`src/rtl/hh_mon_pkg.sv`:
```
`default_nettype none
// +----------------------------------------------------------------------+
// | hh_mon_pkg : shared widths, ISI FSM states, saturating-add helper    |
// | Revision   : 1.0                                                     |
// +----------------------------------------------------------------------+
package hh_mon_pkg;

  localparam int DEF_CNT_W = 8;
  localparam int DEF_ISI_W = 16;

  typedef enum logic [0:0] {
    WAIT_FIRST = 1'b0,
    RUN        = 1'b1
  } isi_state_t;

  // Add two values and clamp the result to the all-ones value of a w-bit field.
  function automatic logic [31:0] sat_add(input logic [31:0] a,
                                          input logic [31:0] b,
                                          input int unsigned w);
    logic [32:0] sum;
    logic [32:0] lim;
    sum = {1'b0, a} + {1'b0, b};
    lim = (33'd1 << w) - 33'd1;
    return (sum > lim) ? lim[31:0] : sum[31:0];
  endfunction

endpackage
`default_nettype wire

```
`src/rtl/hh_spike_monitor_if.sv`:
```
`default_nettype none
// +----------------------------------------------------------------------+
// | hh_spike_monitor_if : neuron output bus into the spike monitor       |
// | Revision            : 1.0                                            |
// +----------------------------------------------------------------------+
interface hh_spike_monitor_if
  import hh_mon_pkg::*;
#(
  parameter int CNT_W = DEF_CNT_W,
  parameter int ISI_W = DEF_ISI_W
);
  logic             spike_in;
  logic [7:0]       state_in;
  logic [CNT_W-1:0] rate_out;
  logic             rate_valid;
  logic [7:0]       vpeak_out;
  logic [ISI_W-1:0] isi_out;
  logic             isi_valid;
  logic             isi_ovf;
  logic             first_seen;

  modport master (
    output spike_in, state_in,
    input  rate_out, rate_valid, vpeak_out, isi_out, isi_valid, isi_ovf, first_seen
  );

  modport slave (
    input  spike_in, state_in,
    output rate_out, rate_valid, vpeak_out, isi_out, isi_valid, isi_ovf, first_seen
  );
endinterface
`default_nettype wire

```
`src/rtl/hh_spike_monitor_sat_counter.sv`:
```
`default_nettype none
// +----------------------------------------------------------------------+
// | sat_counter : W-bit up counter, clear has priority, sticks at max    |
// | Revision    : 1.0                                                    |
// +----------------------------------------------------------------------+
module sat_counter #(
  parameter int W = 8
) (
  input  logic         clk,
  input  logic         rst,
  input  logic         clr,
  input  logic         inc,
  output logic [W-1:0] q,
  output logic         at_max
);

  logic [W-1:0] cnt_q;
  logic [W-1:0] cnt_d;

  assign at_max = &cnt_q;
  assign q      = cnt_q;

  always_comb begin
    cnt_d = cnt_q;
    if (clr) begin
      cnt_d = '0;
    end else if (inc && !at_max) begin
      cnt_d = cnt_q + 1'b1;
    end
  end

  always_ff @(posedge clk) begin
    if (rst) begin
      cnt_q <= '0;
    end else begin
      cnt_q <= cnt_d;
    end
  end

endmodule
`default_nettype wire

```
`src/rtl/hh_spike_monitor.sv`:
```
`default_nettype none
// +----------------------------------------------------------------------+
// | hh_spike_monitor : windowed spike rate, peak membrane state and ISI  |
// | Revision         : 1.0                                               |
// +----------------------------------------------------------------------+
module hh_spike_monitor
  import hh_mon_pkg::*;
#(
  parameter int WINDOW_CYCLES = 1024,
  parameter int CNT_W         = DEF_CNT_W,
  parameter int ISI_W         = DEF_ISI_W
) (
  input  logic                clk,
  input  logic                rst,
  hh_spike_monitor_if.slave   mon
);

  localparam int                WCNT_W  = (WINDOW_CYCLES > 2) ? $clog2(WINDOW_CYCLES) : 1;
  localparam logic [WCNT_W-1:0] WLAST   = WCNT_W'(WINDOW_CYCLES - 1);
  localparam logic [ISI_W-1:0]  ISI_MAX = '1;

  logic              spike_q;
  logic              spike_edge;
  logic [WCNT_W-1:0] wcnt_q;
  logic [WCNT_W-1:0] wcnt_d;
  logic              win_last;

  logic [CNT_W-1:0]  scnt;
  logic              scnt_at_max;
  logic [CNT_W-1:0]  rate_d;
  logic [CNT_W-1:0]  rate_q;
  logic              rate_valid_q;

  logic [7:0]        vmax_q;
  logic [7:0]        vnow;
  logic [7:0]        vpeak_q;

  isi_state_t        state_q;
  isi_state_t        state_d;
  logic              icnt_clr;
  logic              icnt_inc;
  logic              isi_fire;
  logic              first_set;
  logic [ISI_W-1:0]  icnt;
  logic              icnt_at_max;
  logic [ISI_W-1:0]  isi_d;
  logic              isi_ovf_d;
  logic [ISI_W-1:0]  isi_q;
  logic              isi_ovf_q;
  logic              isi_valid_q;
  logic              first_seen_q;

  assign spike_edge = mon.spike_in & ~spike_q;
  assign win_last   = (wcnt_q == WLAST);
  assign wcnt_d     = win_last ? '0 : wcnt_q + 1'b1;

  // An edge landing in the terminal cycle still belongs to the closing window.
  sat_counter #(.W(CNT_W)) u_scnt (
    .clk    (clk),
    .rst    (rst),
    .clr    (win_last),
    .inc    (spike_edge),
    .q      (scnt),
    .at_max (scnt_at_max)
  );

  assign rate_d = (spike_edge && !scnt_at_max) ? scnt + 1'b1 : scnt;
  assign vnow   = (mon.state_in > vmax_q) ? mon.state_in : vmax_q;

  sat_counter #(.W(ISI_W)) u_icnt (
    .clk    (clk),
    .rst    (rst),
    .clr    (icnt_clr),
    .inc    (icnt_inc),
    .q      (icnt),
    .at_max (icnt_at_max)
  );

  assign isi_d     = ISI_W'(sat_add(32'(icnt), 32'd1, ISI_W));
  assign isi_ovf_d = icnt_at_max | (icnt == ISI_MAX - 1'b1);

  always_comb begin
    state_d   = state_q;
    icnt_clr  = 1'b0;
    icnt_inc  = 1'b0;
    isi_fire  = 1'b0;
    first_set = 1'b0;
    unique case (state_q)
      WAIT_FIRST: begin
        if (spike_edge) begin
          state_d   = RUN;
          first_set = 1'b1;
          icnt_clr  = 1'b1;
        end
      end
      RUN: begin
        if (spike_edge) begin
          isi_fire = 1'b1;
          icnt_clr = 1'b1;
        end else begin
          icnt_inc = 1'b1;
        end
      end
      default: state_d = WAIT_FIRST;
    endcase
  end

  always_ff @(posedge clk) begin
    if (rst) begin
      spike_q      <= 1'b0;
      wcnt_q       <= '0;
      vmax_q       <= '0;
      rate_q       <= '0;
      vpeak_q      <= '0;
      rate_valid_q <= 1'b0;
      state_q      <= WAIT_FIRST;
      isi_q        <= '0;
      isi_ovf_q    <= 1'b0;
      isi_valid_q  <= 1'b0;
      first_seen_q <= 1'b0;
    end else begin
      spike_q      <= mon.spike_in;
      wcnt_q       <= wcnt_d;
      vmax_q       <= win_last ? 8'd0 : vnow;
      rate_valid_q <= win_last;
      if (win_last) begin
        rate_q  <= rate_d;
        vpeak_q <= vnow;
      end
      state_q     <= state_d;
      isi_valid_q <= isi_fire;
      if (isi_fire) begin
        isi_q     <= isi_d;
        isi_ovf_q <= isi_ovf_d;
      end
      if (first_set) begin
        first_seen_q <= 1'b1;
      end
    end
  end

  assign mon.rate_out   = rate_q;
  assign mon.rate_valid = rate_valid_q;
  assign mon.vpeak_out  = vpeak_q;
  assign mon.isi_out    = isi_q;
  assign mon.isi_valid  = isi_valid_q;
  assign mon.isi_ovf    = isi_ovf_q;
  assign mon.first_seen = first_seen_q;

endmodule
`default_nettype wire

```
`src/flat_wrapper.sv`:
```
// flat-port wrapper written by rule: the top's interface ports become plain ports
module hh_spike_monitor_flat import hh_mon_pkg::*;
#(
  parameter int WINDOW_CYCLES = 1024,
  parameter int CNT_W         = DEF_CNT_W,
  parameter int ISI_W         = DEF_ISI_W
)
  (clk, rst, mon_spike_in, mon_state_in, mon_rate_out, mon_rate_valid, mon_vpeak_out, mon_isi_out, mon_isi_valid, mon_isi_ovf, mon_first_seen);
  hh_spike_monitor_if #(.CNT_W(CNT_W), .ISI_W(ISI_W)) mon_i ();
  input  logic clk;
  input  logic rst;
  input wire logic [$bits(mon_i.spike_in)-1:0] mon_spike_in;
  input wire logic [$bits(mon_i.state_in)-1:0] mon_state_in;
  output wire logic [$bits(mon_i.rate_out)-1:0] mon_rate_out;
  output wire logic [$bits(mon_i.rate_valid)-1:0] mon_rate_valid;
  output wire logic [$bits(mon_i.vpeak_out)-1:0] mon_vpeak_out;
  output wire logic [$bits(mon_i.isi_out)-1:0] mon_isi_out;
  output wire logic [$bits(mon_i.isi_valid)-1:0] mon_isi_valid;
  output wire logic [$bits(mon_i.isi_ovf)-1:0] mon_isi_ovf;
  output wire logic [$bits(mon_i.first_seen)-1:0] mon_first_seen;
  assign mon_i.spike_in = mon_spike_in;
  assign mon_i.state_in = mon_state_in;
  assign mon_rate_out = mon_i.rate_out;
  assign mon_rate_valid = mon_i.rate_valid;
  assign mon_vpeak_out = mon_i.vpeak_out;
  assign mon_isi_out = mon_i.isi_out;
  assign mon_isi_valid = mon_i.isi_valid;
  assign mon_isi_ovf = mon_i.isi_ovf;
  assign mon_first_seen = mon_i.first_seen;
  hh_spike_monitor #(.WINDOW_CYCLES(WINDOW_CYCLES), .CNT_W(CNT_W), .ISI_W(ISI_W)) u_core (.clk(clk), .rst(rst), .mon(mon_i));
endmodule
```
`config.mk`:
```
export PLATFORM = sky130hd
export DESIGN_NAME = hh_spike_monitor_flat
export DESIGN_NICKNAME = d
export VERILOG_FILES = /design/src/rtl/hh_mon_pkg.sv /design/src/rtl/hh_spike_monitor_if.sv /design/src/rtl/hh_spike_monitor_sat_counter.sv /design/src/rtl/hh_spike_monitor.sv /design/src/flat_wrapper.sv
export SDC_FILE = /design/constraint.sdc
export NUM_CORES = 1
export LEC_CHECK = 0
export BUFFER_PORTS_ARGS = -buffer_cell sky130_fd_sc_hd__buf_2
export CAP_MARGIN = 20
export CORE_MARGIN = 5
export CORE_UTILIZATION = 35
export CTS_CLUSTER_SIZE = 16
export DETAILED_ROUTE_END_ITERATION = 7
export PLACE_DENSITY = 0.64
export SKIP_CTS_REPAIR_TIMING = 1
export SLEW_MARGIN = 20
export SYNTH_ARGS = -nofsm -noshare
export SYNTH_HDL_FRONTEND = slang
export SYNTH_SLANG_ARGS = --single-unit
```
`constraint.sdc`:
```
create_clock -name clk -period 2.2 [get_ports clk]
set_input_delay 0.11 -clock clk [delete_from_list [all_inputs] [get_ports clk]]
set_output_delay 0.11 -clock clk [all_outputs]
set_load 0.02 [all_outputs]
```
; Word level (Yosys, flattened, before mapping)
; Cells that the tools add are included.
[word_totals]
inputBits = 11
output_inout_bits = 36
regBits = 80
[op_classes]
add_sub_neg = 4
n_bitwise = 3
muxes = 9
n_eq_ne = 2
reduce_logical = 8
n_lt_le_gt_ge = 2
[ops]
columns = op, n
row1 = $add 16x1->17 const B, 1
row2 = $gt 17x16->1 const B, 1
row3 = $add 16x1->16 const B, 1
row4 = $eq 16x16->1 const B, 1
row5 = $mux 16, 1
row6 = $mux 8, 2
row7 = $reduce_and 16->1, 1
row8 = $add 10x1->10 const B, 1
row9 = $eq 10x10->1 const B, 1
row10 = $add 8x1->8 const B, 1
row11 = $gt 8x8->1, 1
row12 = $reduce_and 8->1, 1
row13 = $mux 1, 6
row14 = $reduce_or 2->1, 2
row15 = $logic_and 1x1->1, 2
row16 = $logic_not 1->1, 2
row17 = $and 1x1->1, 1
row18 = $not 1->1, 1
row19 = $or 1x1->1, 1

; Longest topological paths before layout
; Gate-level depths: netlist of run 1.
[logic_depth]
word_depth = 5
ltp_mapped = 8
ltp_nobuf = 7

; By module
; A second synthesis of run 1 with hierarchy kept.
[unflattened]
hier_cells = 455
hier_area_um2 = 4115.2
[modules_own_cells]
columns = module, area_per_inst_um2, seq_area_each_um2, n_inst, cells_each
row1 = hh_spike_monitor, 2859.0, 1121.1, 1, 313
row2 = sat_counter at u_core.u_icnt, 830.8, 320.3, 1, 97
row3 = sat_counter at u_core.u_scnt, 425.4, 160.2, 1, 45

; Least setup slack after synthesis of run 1
; No wires, ideal clock.
[synth_timing]
path_type = reg2reg
from = register u_core.u_icnt.cnt_q[0], in the netlist u_core.u_icnt.q[0]
to = register u_core.u_icnt.cnt_q[11], in the netlist u_core.u_icnt.q[11]
path_buffers = 1
arrival_time_ns = 1.764
required_time_ns = 2.072
slack_ns = 0.309
stages_incl_launch_ff = 8
synth_period_minus_slack_ns = 1.891
cell_sequence = dfxtp_1 > ha_1 > nand3_4 > or3_4 > buf_6 > o2111ai_1 > xor2_1 > nor2_1
[synth_between]
elab_chain_cells = 3
word_cells_on_any_way = 4
cone_classes = 1 x add/sub / 3 x reduce/logical
[synth_lines]
columns = element, line
row1 = start: declaration, hh_spike_monitor_sat_counter.sv:17  ; logic [W-1:0] cnt_q;
row2 = start signal: assignment, hh_spike_monitor_sat_counter.sv:36  ; cnt_q <= cnt_d;
row3 = branches (longest 3 deep; another with $add 16x1->16), n/a
; Parallel ways; which one is timed is not known.
; A chain may end at the register's enable or synchronous reset.

; Final worst setup path of run 1
[layout_timing]
from = register u_core.u_icnt.cnt_q[0], in the netlist u_core.u_icnt.q[0]
to = register u_core.isi_q[11], in the netlist u_core.mon.isi_out[11]
[layout_between]
elab_chain_cells = 3
[layout_lines]
columns = element, line
row1 = $add 16x1->17 *, hh_mon_pkg.sv:22  ; sum = {1'b0, a} + {1'b0, b};
row2 = $gt 17x16->1, hh_mon_pkg.sv:24  ; return (sum > lim) ? lim[31:0] : sum[31:0];
row3 = $mux 16 *, hh_mon_pkg.sv:24
row4 = end signal: assignment, hh_spike_monitor.sv:133  ; isi_q <= isi_d;
row5 = end: declaration, hh_spike_monitor.sv:48  ; logic [ISI_W-1:0] isi_q;
; Mark *: on every way between the ends. The rest lies on a longest branch, timed or not.

==> results of run 1 <==
## routing by layer
| metal | up-vias | GRT usage (%) |
|---|---|---|
| met5 | - | 0 |
| met2 | 60 | 22.6 |
| met4 | 0 | 4.81 |
| li1 | 1514 | - |
| met3 | 12 | 3.53 |
| met1 | 1413 | 16.1 |
## layout make-up
type | instances | area share [%]
clock inverters | 6 | 2.13
multi-input cells | 279 | 44.8
flip-flops and latches | 80 | 36.4
repair buffers | 65 | 8.53
inverters | 16 | 1.37
clock buffers | 10 | 2.90
well taps | 136 | 3.87
## flip-flops by register name, summed over array words and instances, names as in the netlist
| register | cells |
|---|---|
| u_core.wcnt_q | 10 |
| u_core.vmax_q | 8 |
| u_core.mon.rate_valid | 1 |
| u_core.mon.vpeak_out | 8 |
| u_core.mon.rate_out | 8 |
| u_core.mon.isi_out | 16 |
| u_core.u_scnt.q | 8 |
| u_core.spike_q | 1 |
| u_core.u_icnt.q | 16 |
| u_core.mon.isi_ovf | 1 |
| u_core.state_q | 1 |
| u_core.mon.first_seen | 1 |
| u_core.mon.isi_valid | 1 |
## power by group through the flow
stage	Combinational (mW)	Sequential (mW)	Clock, mW
2_1_floorplan	0.291	1.60	0
3_3_place_gp	0.427	1.59	0
3_5_place_dp	0.435	1.59	0
4_1_cts	0.437	1.55	1.24
5_1_grt	0.496	1.57	1.30
6_report	0.437	1.55	1.20
## cells in the final DEF, fill, tap and decap left out, drive strengths merged, types with 9 or more instances in the layout
master,synthesis,routed
a21oi,13,13
nand3,12,12
nor2,67,67
a211oi,16,16
dfxtp,80,80
ha,12,12
buf,11,64
clkbuf,8,10
nand4,9,9
inv,16,16
xnor2,13,13
o211ai,12,12
xor2,20,20
nand2,19,19
## worst register-to-register path: cells and delay by family (launching register included)
family,cells,cell delay [ps]
buffers and inverters,1,300
DFF,1,380
adders and majority gates,1,260
and+or+nand+nor,4,910
AOI/OAI and AO/OA,1,70
## worst paths after layout
check                           endpoint  cells after the start                    from  slack, ps
setup / recovery  u_core.mon.isi_out[11]                      7      u_core.u_icnt.q[0]        160
hold / removal    u_core.mon.rate_out[5]                      2                     rst         90
setup reg to reg  u_core.mon.isi_out[11]                      7      u_core.u_icnt.q[0]        160
hold reg to reg   u_core.mon.isi_out[10]                      2  u_core.mon.isi_out[10]        450
## cells by family (layout without fill, tap and decap cells)
logic type | Yosys count | count (layout) | share of synthesized area [%]
mux | 6 | 6 | 1.68
buf+inv | 35 | 97 | 4.20
simple gates | 146 | 146 | 20.0
flops | 80 | 80 | 43.0
xor+xnor | 33 | 33 | 7.76
compound gates | 82 | 82 | 19.3
fa+ha+maj | 12 | 12 | 4.03
## through the flow
step	util [%]	power (mW)	worst slack, ps	hold WS [ps]	instance area [um2]
finish	42.4	3.19	156	92.1	4400
global route	42.4	3.36	54.5	109	4400
CTS	42.3	3.23	130	-17.4	4390
detailed placement	40.2	2.02	169	341	4160
global placement	40.2	2.01	224	344	4160
floorplan	-	1.89	309	238	3720
==> flow_summary.ini, run 1 <==
[yosys]
yosysTopAreaCell = dfxtp_1
synthTopCellsByArea = dfxtp_1 43%, nor2_1 6.6%, xor2_1 4.7%
synth_edf_count = 0
synth_cell_type_count = 56
synth_seq_cells = 80
synthMostInstantiatedCell = dfxtp_1
synth_cells = 394
synth_top_area_share_pct = 43.0
synth_fp_nets = 417
async_flop_share_pct = 0
ys_top_cells_by_count = 80 x dfxtp_1, 65 x nor2_1, 20 x xor2_1
ys_seq_area_share_pct = 43.0
ys_warn_count = 0
ys.flop_type = dfxtp_1
avgSynthCellArea_um2 = 9.45
netlist_area_um2 = 3720

[die]
die_x_um = 113
initial_core_util_pct = 35.9
die_h_um = 113
io_pins = 47
dieArea_um2 = 12800
core_region_area_um2 = 10400
core.rowCount = 37

[route]
wl_per_cell_um = 13.6
drc = 0
num_vias = 2999
postRouteAntennaNets = 0
via_per_inst = 5.07
topRoutingLayerUsed = met4
drt_iter0_drc = 131
wl_met1_um = 3670
dr_wl_met2_um = 3870
routed_wl_um = 8060
first_pass_iters = 4
dr_wl_met3_um = 408

[sta]
hold_viol = 0
setup-tns-final_ps = 0
setup_violations = 0
fmax_ghz = 0.489
tightestPinTransition_ps = 801
drv_slew = 0
worst_clock_skew_ps = 14.0
min_period_ps = 2040
rsz0062_at_grt = no
post-route-period-util_pct = 92.9
relSlewSlack_pct = 46.4

[cts]
cts_tree = done
cts.sinks = 80
cts_buffers = 9
path_clk_slew_ps = 90
cts_root_buf = clkbuf_8
clock_path_buffers = 2
clk_latency_ps = 350
cts-htree-levels = 3

[global_route]
antenna_found_initial = 0
grt_pass1_vias = 3116
grt_use_total_pct = 13.3
grt_pass1_wl_um = 14000
grt_remaining_overflow = 0
grt_max_degree = 22

[worst_setup_path]
crit_arrival_ps = 2270
crit_slowest_cell = nor2_1
cp_num_buf_inv = 1
cp_max_fo = 9
cp_cell_sequence = ha_1 > nand3_4 > or3_4 > nor2_1 > nor2_1 > buf_4 > a211oi_2
critPathMostFrequentCell = nor2_1
cp-end-kind = flop
max_stage_delay_ps = 610
critical_path_class = reg2reg
start_kind = flop
required_ps = 2430
cpLargestDelayFamily = simple AND/OR/NAND/NOR gates

[pwr]
power.internal_mw = 2.33
ir_drop_mv = 0.390
p_seq_share_pct = 48.8
switching_share_pct = 26.9
combPwrFrac_pct = 13.7
clkPwrFrac_pct = 37.5
powerDensity_nw_per_um2 = 725
p_leak_nw = 1.72
p_sw_uw = 858

[placement]
place_inst = 575
numPortBuffers = 46
dp_hpwl_um = 5840
place_congestion = 0.802

[final_layout]
fillers = 1036
seq_area_um2 = 1600
drive_gt1_share_pct = 25.2
nNetsFinal = 474
fin_cells = 592
area_growth_pct = 18.1
multi_input_area_um2 = 1970
num_antenna_cells = 0

[run]
maxCapViolations = 0

[worst_hold_path]
hold_class = in2reg

[status]
status = finished clean
(Power assumes the default switching activity.)
==> run 2: changes to the inputs <==
--- a/config.mk
+++ b/config.mk
@@ -11,6 +11,7 @@
 export CORE_UTILIZATION = 35
 export CTS_CLUSTER_SIZE = 16
 export DETAILED_ROUTE_END_ITERATION = 7
+export MAX_ROUTING_LAYER = met4
 export PLACE_DENSITY = 0.64
 export SKIP_CTS_REPAIR_TIMING = 1
 export SLEW_MARGIN = 20
==> flow_summary.ini, run 2 (synthesized netlist as in run 1, its figures left out) <==
[status]
status = finished clean

[die]
initial_core_util_pct = 35.9
core.rowCount = 37
dieArea_um2 = 12800
core_region_area_um2 = 10400
io_pins = 47
die_h_um = 113
die_x_um = 113

[final_layout]
num_antenna_cells = 0
final_cell_mix = 80 x dfxtp_1, 65 x nor2_1, 46 x buf_2
final_core_util_pct = 42.4
fillers = 1036
nNetsFinal = 474
fin_cells = 592
final_common_cell = dfxtp_1
area_growth_pct = 18.1
drive_gt1_share_pct = 25.2

[worst_hold_path]
hp-start = rst
hold_depth = 2
min_to = u_core.mon.rate_out[5]
hold_class = in2reg

[placement]
place_congestion = 0.814
numPortBuffers = 46
dp_hpwl_um = 5840
place_inst = 575

[worst_setup_path]
critical_path_class = reg2reg
max_stage_delay_ps = 610
timing.rr.start = u_core.u_icnt.q[0]
cpLargestDelayFamily = simple AND/OR/NAND/NOR gates
reg2reg_slack_ps = 150
required_ps = 2430
cp_max_fo = 9
reg2reg_to = u_core.mon.isi_out[11]
crit_arrival_ps = 2280
start_kind = flop
crit_slowest_cell = nor2_1
critPathMostFrequentCell = nor2_1
cp_num_buf_inv = 1
cp-end-kind = flop
cp_cell_sequence = ha_1 > nand3_4 > or3_4 > nor2_1 > nor2_1 > buf_4 > a211oi_2
reg2reg_depth = 7

[global_route]
antenna_found_initial = 0
grt_remaining_overflow = 0
grt_use_total_pct = 13.6
grt_pass1_vias = 3110
grt_pass1_wl_um = 14000
grt_max_degree = 22

[route]
first_pass_iters = 6
drt_iter0_drc = 125
drc = 0
num_vias = 3007
via_per_inst = 5.08
wl_per_cell_um = 13.7
postRouteAntennaNets = 0
routed_wl_um = 8080

[cts]
cts_root_buf = clkbuf_8
clk_latency_ps = 360
cts_tree = done
cts.sinks = 80
clock_path_buffers = 2
path_clk_slew_ps = 90
cts-htree-levels = 3
cts_buffers = 9

[pwr]
p_seq_share_pct = 48.7
combPwrFrac_pct = 13.7
power.internal_mw = 2.33
switching_share_pct = 27.1
p_sw_uw = 865
ir_drop_mv = 0.391
clkPwrFrac_pct = 37.6
p_leak_nw = 1.72
powerDensity_nw_per_um2 = 726

[sta]
worst_clock_skew_ps = 14.8
relSlewSlack_pct = 46.4
setup_violations = 0
tightestPinTransition_ps = 801
fmax_ghz = 0.489
post-route-period-util_pct = 93.0
rsz0062_at_grt = no
hold_viol = 0
setup-tns-final_ps = 0
drv_slew = 0
min_period_ps = 2050

[run]
maxCapViolations = 0
## run 2: cell counts in the layout (fill, tap and decap cells not counted)
Identical to the previous run, type by type.
## run 2: worst max path at each step
| stage | start | endpoint | slack (ps) | depth (start not counted) |
|---|---|---|---|---|
| after detailed placement | u_core.u_icnt.q[0] | u_core.mon.isi_out[11] | 170 | 7 |
| final | u_core.u_icnt.q[0] | u_core.mon.isi_out[11] | 150 | 7 |
| after CTS | u_core.u_icnt.q[0] | u_core.mon.isi_out[9] | 130 | 7 |
| after global placement | u_core.vmax_q[2] | u_core.mon.vpeak_out[1] | 220 | 7 |
| after floorplan | u_core.u_icnt.q[0] | u_core.u_icnt.q[11] | 310 | 7 |
| after global routing | u_core.u_icnt.q[0] | u_core.mon.isi_out[12] | 50 | 7 |
## run 2: per-stage QoR
stage          hold WS, ps  area (um2)  total power [mW]  worst slack [ps]
2_1_floorplan          238        3720              1.89               309
3_3_place_gp           344        4160              2.01               224
3_5_place_dp           341        4160              2.02               169
4_1_cts              -17.4        4390              3.23               130
5_1_grt                108        4400              3.36              54.4
6_report              90.2        4400              3.19               154
## run 2: routing by layer
layer,up-vias,part of all wire [%],track usage [%]
li1,1515,-,-
met1,1423,46,16.3
met3,11,4.8,3.53
met4,0,1.2,4.33
met5,-,0,-
met2,58,48,22.6
## run 2: final cells by class
class / count / area, um2 / share of cell area [%]
Sequential cell: 80 / 1600 / 36.4
Tap cell: 136 / 170 / 3.87
Clock inverter: 6 / 93.8 / 2.13
Multi-Input combinational cell: 279 / 1970 / 44.8
Timing Repair Buffer: 65 / 375 / 8.53
Inverter: 16 / 60.1 / 1.37
Clock buffer: 10 / 128 / 2.90
## run 2: power groups by stage
stage | sequential (mW) | combinational (mW) | clock (mW)
2_1_floorplan | 1.60 | 0.291 | 0
3_3_place_gp | 1.59 | 0.427 | 0
3_5_place_dp | 1.59 | 0.435 | 0
4_1_cts | 1.55 | 0.437 | 1.24
5_1_grt | 1.57 | 0.495 | 1.30
6_report | 1.55 | 0.438 | 1.20
